`src/rtl/axi_cut.sv`:
```
// AXI4 / AXI-Lite pipeline cut: one two-slot spill register per channel so that
// valid, ready and payload are all registered. Bypass=1 degenerates to wires.

module axi_cut_spill #(
  parameter type data_t = logic
) (
  input  logic  clk_i,
  input  logic  rst_ni,
  input  logic  valid_i,
  output logic  ready_o,
  input  data_t data_i,
  output logic  valid_o,
  input  logic  ready_i,
  output data_t data_o
);

  logic  a_full_q, b_full_q;
  data_t a_data_q, b_data_q;
  logic  a_fill, a_drain, b_fill, b_drain;

  // Slot B only catches what A could not hand downstream; A always feeds B or the output.
  assign a_fill  = valid_i & ready_o;
  assign a_drain = a_full_q & ~b_full_q;
  assign b_fill  = a_drain & ~ready_i;
  assign b_drain = b_full_q & ready_i;

  always_ff @(posedge clk_i or negedge rst_ni) begin
    if (!rst_ni) begin
      a_full_q <= 1'b0;
      b_full_q <= 1'b0;
      a_data_q <= '0;
      b_data_q <= '0;
    end else begin
      if (a_fill) begin
        a_full_q <= 1'b1;
        a_data_q <= data_i;
      end else if (a_drain) begin
        a_full_q <= 1'b0;
      end
      if (b_fill) begin
        b_full_q <= 1'b1;
        b_data_q <= a_data_q;
      end else if (b_drain) begin
        b_full_q <= 1'b0;
      end
    end
  end

  assign ready_o = ~a_full_q | ~b_full_q;
  assign valid_o = a_full_q | b_full_q;
  assign data_o  = b_full_q ? b_data_q : a_data_q;

endmodule

module axi_cut #(
  parameter bit  Bypass    = 1'b0,
  parameter type aw_chan_t = logic,
  parameter type w_chan_t  = logic,
  parameter type b_chan_t  = logic,
  parameter type ar_chan_t = logic,
  parameter type r_chan_t  = logic,
  parameter type axi_req_t = struct packed {
    aw_chan_t aw;
    logic     aw_valid;
    w_chan_t  w;
    logic     w_valid;
    logic     b_ready;
    ar_chan_t ar;
    logic     ar_valid;
    logic     r_ready;
  },
  parameter type axi_rsp_t = struct packed {
    logic    aw_ready;
    logic    w_ready;
    logic    ar_ready;
    b_chan_t b;
    logic    b_valid;
    r_chan_t r;
    logic    r_valid;
  }
) (
  input  logic     clk_i,
  input  logic     rst_ni,
  input  axi_req_t slv_req_i,
  output axi_rsp_t slv_resp_o,
  output axi_req_t mst_req_o,
  input  axi_rsp_t mst_resp_i
);

  if (Bypass) begin : g_bypass
    logic unused_clk_rst;
    assign unused_clk_rst = clk_i ^ rst_ni;
    assign mst_req_o      = slv_req_i;
    assign slv_resp_o     = mst_resp_i;
  end else begin : g_cut
    axi_cut_spill #(.data_t(aw_chan_t)) i_aw (
      .clk_i   (clk_i),
      .rst_ni  (rst_ni),
      .valid_i (slv_req_i.aw_valid),
      .ready_o (slv_resp_o.aw_ready),
      .data_i  (slv_req_i.aw),
      .valid_o (mst_req_o.aw_valid),
      .ready_i (mst_resp_i.aw_ready),
      .data_o  (mst_req_o.aw)
    );

    axi_cut_spill #(.data_t(w_chan_t)) i_w (
      .clk_i   (clk_i),
      .rst_ni  (rst_ni),
      .valid_i (slv_req_i.w_valid),
      .ready_o (slv_resp_o.w_ready),
      .data_i  (slv_req_i.w),
      .valid_o (mst_req_o.w_valid),
      .ready_i (mst_resp_i.w_ready),
      .data_o  (mst_req_o.w)
    );

    axi_cut_spill #(.data_t(ar_chan_t)) i_ar (
      .clk_i   (clk_i),
      .rst_ni  (rst_ni),
      .valid_i (slv_req_i.ar_valid),
      .ready_o (slv_resp_o.ar_ready),
      .data_i  (slv_req_i.ar),
      .valid_o (mst_req_o.ar_valid),
      .ready_i (mst_resp_i.ar_ready),
      .data_o  (mst_req_o.ar)
    );

    // Response channels flow downstream-to-upstream.
    axi_cut_spill #(.data_t(b_chan_t)) i_b (
      .clk_i   (clk_i),
      .rst_ni  (rst_ni),
      .valid_i (mst_resp_i.b_valid),
      .ready_o (mst_req_o.b_ready),
      .data_i  (mst_resp_i.b),
      .valid_o (slv_resp_o.b_valid),
      .ready_i (slv_req_i.b_ready),
      .data_o  (slv_resp_o.b)
    );

    axi_cut_spill #(.data_t(r_chan_t)) i_r (
      .clk_i   (clk_i),
      .rst_ni  (rst_ni),
      .valid_i (mst_resp_i.r_valid),
      .ready_o (mst_req_o.r_ready),
      .data_i  (mst_resp_i.r),
      .valid_o (slv_resp_o.r_valid),
      .ready_i (slv_req_i.r_ready),
      .data_o  (slv_resp_o.r)
    );
  end

endmodule

```
`config.mk`:
```
export PLATFORM = sky130hd
export DESIGN_NAME = axi_cut
export DESIGN_NICKNAME = d
export VERILOG_FILES = /design/src/rtl/axi_cut.sv
export SDC_FILE = /design/constraint.sdc
export NUM_CORES = 1
export LEC_CHECK = 0
export CAP_MARGIN = 20
export CORE_MARGIN = 5
export CORE_UTILIZATION = 39
export DETAILED_ROUTE_END_ITERATION = 12
export GPL_TIMING_DRIVEN = 0
export HOLD_SLACK_MARGIN = 0.12
export PLACE_DENSITY = 0.76
export SLEW_MARGIN = 20
export SYNTH_ARGS = -nofsm -noshare
export SYNTH_HDL_FRONTEND = slang
export SYNTH_HIERARCHICAL = 1
export SYNTH_SLANG_ARGS = --single-unit
```
`constraint.sdc`:
```
create_clock -name clk_i -period 1.01 [get_ports clk_i]
set_input_delay 0.202 -clock clk_i [delete_from_list [all_inputs] [get_ports clk_i]]
set_output_delay 0.202 -clock clk_i [all_outputs]
set_load 0.02 [all_outputs]
```
==> After elaboration in Yosys (flattened, before gate mapping) <==
Index checks and enable logic that the tools add are counted.
W data, S select, Z words.
{ "totals": {"regBits": 20, "latchBits": 0, "ramBits": 0, "mem_bits_ro": 0, "in_bits": 17, "elab_cells": 100, "memories": 0} }
{ "op_classes": {"n_addsub": 0, "mul": 0, "n_div": 0, "n_lt_le_gt_ge": 0, "n_eq_ne": 0, "shift": 0, "mux": 25, "n_bitwise": 45, "n_reduce_logical": 10} }
{ "op_table": {"columns": ["operator", "count"], "rows": [
  ["$mux W1", 25],
  ["$and A1 B1 Y1", 20],
  ["$reduce_bool A2 Y1", 10],
  ["$not A1 Y1", 15],
  ["$or A1 B1 Y1", 10]
]} }

==> Logic depth before layout (Yosys ltp) <==
{ "depth": {"depth_word": 4, "mapped_depth": 2, "ltp_nobuf": 2} }

==> By module <==
Netlist, hierarchy kept.
{ "modules_own_cells": {"columns": ["mod", "n_inst", "cells_each", "area_each_um2", "seq_area_each_um2"], "rows": [
  ["axi_cut_spill", 5, 13, 180.2, 100.1]
]} }

==> Worst setup path before layout <==
No wires, ideal clock.
{ "synth_timing": {"path_type": "register -> register", "startpoint": "register g_cut.i_ar.b_full_q", "endpoint": "register g_cut.i_ar.b_data_q", "setup_ps": 128, "arrival_time_ps": 907, "required_ps": 882, "slack_ps": -25, "stages_incl_launch_ff": 3, "period_less_slack_ps": 1035, "cell_sequence": "dfrtp_1 > nor3b_2 > mux2_1"} }
{ "synth_via": {"elab_chain_cells": 3} }
{ "synth_rtl": {"columns": ["element", "line", "text"], "rows": [
  ["from (decl)", "17", "logic a_full_q, b_full_q;"],
  ["from (signal assigned)", "30", "b_full_q <= 1'b0;"],
  ["from (signal assigned)", "41", "b_full_q <= 1'b1;"],
  ["from (signal assigned)", "44", "b_full_q <= 1'b0;"],
  ["$not A1 Y1", "23", "assign a_drain = a_full_q & ~b_full_q;"],
  ["$and A1 B1 Y1", "23", null],
  ["$and A1 B1 Y1", "24", "assign b_fill = a_drain & ~ready_i;"],
  ["to (signal assigned)", "42", "b_data_q <= a_data_q;"],
  ["to (decl)", "18", "data_t a_data_q, b_data_q;"]
]} }
No other way between the ends.
A chain may end at the register's enable or synchronous reset.

==> metrics.log <==
[metrics] result of the run: finished with violations
[metrics] violated checks: negative setup slack
[metrics] CTS H-Tree Depth: 1
[metrics] actual transition at the worst max-transition pin: 0.846 ns
[metrics] number of antenna violations at the first check in global routing: 0
[metrics] width of the die: 58.1 um
[metrics] remaining global-route overflow: 0
[metrics] register area share after synthesis: 55.6%
[metrics] antenna diode count: 0
[metrics] Slew Limit Headroom: 43.6%
[metrics] vias in the first global route: 737
[metrics] post-route minimum period: 1.38 ns
[metrics] reported max-cap violation count: 0
[metrics] cell chosen for the clock root: sky130_fd_sc_hd__clkbuf_4
[metrics] switching part of the total: 28.1%
[metrics] Cell Int Power: 1600 uW
[metrics] largest net degree at the start of global routing: 21
[metrics] most frequent standard cell in the layout excluding fill and tap cells: sky130_fd_sc_hd__buf_6
[metrics] largest delay contributor family on the critical path: flip-flops
[metrics] area of the core region: 2210 um2
[metrics] post-layout total power: 2230 uW
[metrics] total clock buffers created by CTS: 3
[metrics] slowest library cell on the worst path: sky130_fd_sc_hd__dfrtp_2
[metrics] number of endpoints failing setup at the final stage: 25
[metrics] RePlAce Congestion: 0.748
[metrics] achievable frequency: 725 MHz
[metrics] DP Cell Count: 124
[metrics] Post-DP Area: 1250 um2
[metrics] number of iterations in the first detailed-routing pass: 2
[metrics] sequential cell fraction of total power: 45.9%
[metrics] post-synthesis instance area: 901 um2
[metrics] Worst EP arrival: 1.18 ns
[metrics] P_sw: 627 uW
[metrics] count of hold buffers inserted by post-cts repair: 0
[metrics] critical path, cell by cell: mux2_4, buf_6
[metrics] first-pass GRT wire length: 3.55 mm
[metrics] cell area after layout: 1560 um2
[metrics] Syn Inst Count: 65
[metrics] # port buffers: 31
[metrics] library cells used by synthesis: 9
[metrics] clock edge transition at the registers on the reported setup and hold paths: 0.10 ns
[metrics] number of clock sinks: 20
[metrics] Final Hold Violating Endpoints: 0
[metrics] Final Non-Filler Cells: 142
[metrics] Tightest Hold Check Type: in -> async
[metrics] total I/O pin count: 32
[metrics] WL final: 2.11 mm
[metrics] setup repair after global routing missed its margin: yes
[metrics] share of total power in combinational logic: 38.4%
[metrics] Yosys warning total: 6
[metrics] sort of element at the end of the critical path: primary output
[metrics] final slew viol count: 0
[metrics] Die Outline Area: 3370 um2
[metrics] highest net fanout along the worst path: 4
[metrics] remaining design rule violation count: 0
[metrics] maximum clock path buffer count: 2
[metrics] clock network fraction of design power: 15.8%
[metrics] post-route antenna net violation count: 0
[metrics] startpoint type of the worst setup path: flop
[metrics] syn nets: 82
[metrics] Mean Syn Cell Area: 13.9 um2
[metrics] worst hold slack: 0.119 ns
[metrics] placed wire-length estimate: 1.33 mm
[metrics] routed via count: 673
[metrics] Setup Crit Path Kind: reg -> out
[metrics] Syn-to-layout area delta: 73.3%
[metrics] min setup slack post-route: -0.370 ns
[metrics] Post-layout nets: 133
[metrics] Die Span Y: 58.1 um
[metrics] #FFs+latches synth: 20
[metrics] number of rows in the core area: 17
[metrics] detailed router's first-iteration violation count: 13
[metrics] clock insertion delay at the later pin of the skew report: 0.29 ns
[metrics] TritonCTS clock tree: built
[metrics] clock skew after layout: 0.00641 ns
[metrics] power density of the placed cells: 1430 nW/um2
[metrics] routed length per instance: 14.8 um
[metrics] delay of the slowest critical-path stage: 0.45 ns
[metrics] static power due to leakage: 0.000703 uW
[metrics] Initial Utilization: 40.7%
[metrics] buffers and inverters on the worst path: 1
[metrics] highest ir drop seen on vdd: 0.000990 V
[metrics] global-route usage over all layers: 14.1%
[metrics] ratio of final minimum period to clock period: 137%
[metrics] data required time at the worst endpoint: 0.81 ns
[metrics] share of cells above drive strength 1: 60.5%
[metrics] leading cell types in the layout, fill and taps excluded: sky130_fd_sc_hd__buf_6, sky130_fd_sc_hd__dfrtp_1, sky130_fd_sc_hd__clkdlybuf4s50_1
[metrics] per-cell via count in the routed design: 4.74
-- power groups by stage --
| stage | registers [uW] | clock network (uW) | logic (uW) |
|---|---|---|---|
| 2_1_floorplan | 1000 | 0 | 304 |
| 3_3_place_gp | 1020 | 0 | 554 |
| 3_5_place_dp | 1030 | 0 | 564 |
| 4_1_cts | 1010 | 367 | 768 |
| 5_1_grt | 1050 | 412 | 908 |
| 6_report | 1020 | 351 | 854 |
-- cell usage after synthesis, drive strengths merged --
library cell	number	area [um2]
a21boi	5	56.3
nor3b	5	62.6
mux2	15	169
nand2	5	18.8
nor2b	5	31.3
dfrtp	20	500
nand2b	5	31.3
or2	5	31.3
-- routing by layer --
layer	GRT usage [%]	share of wire (%)
met5	0	0
met3	4.01	6.0
met4	5.96	0.95
met1	18.9	44
met2	21.3	49
-- area by class of cell --
class                   instances  area [um2]
clock buffers                   3        22.5
fillers                       161         651
multi-input cells              45         519
flip-flops and latches         20         507
well taps                      28        35.0
repair buffers                 46         478
-- stage by stage --
step / utilization (%) / setup TNS (ns) / setup slack [ns]
3_5_place_dp: 56.3 / -14.71 / -0.515
5_1_grt: 70.6 / -7.34 / -0.413
3_3_place_gp: 56.3 / -15.05 / -0.513
2_1_floorplan: - / -0.0221 / -0.00442
6_report: 70.6 / -6.27 / -0.370
4_1_cts: 67.4 / -6.30 / -0.385
-- cells by family after synthesis --
family	share of synthesized area (%)
flip-flops	55.6
AO/OA/AOI/OAI	6.25
multiplexers	18.7
AND/OR/NAND/NOR	19.4
-- path summary, 6_finish.rpt --
check,start,slack (ns),cells after the start,endpoint
max reg2reg,g_cut.i_w/b_full_q,-0.23,4,g_cut.i_w/a_data_q
max,g_cut.i_ar/b_full_q,-0.37,2,mst_req_o[2]
min,rst_ni,0.12,1,g_cut.i_ar/b_data_q
min in group clk_i,slv_req_i[4],0.48,2,g_cut.i_w/a_full_q
max in group asynchronous,rst_ni,0.31,1,g_cut.i_ar/b_full_q
min reg2reg,g_cut.i_r/b_data_q,0.52,1,g_cut.i_r/b_data_q
-- timing repair --
action | CTS | global route
buffers inserted | 14 | 2
gates resized for setup | 119 | 16
pin swaps | 8 | 7
endpoints found under the setup margin | 25 | 25
Note: power is estimated with default switching activity, not from simulation.
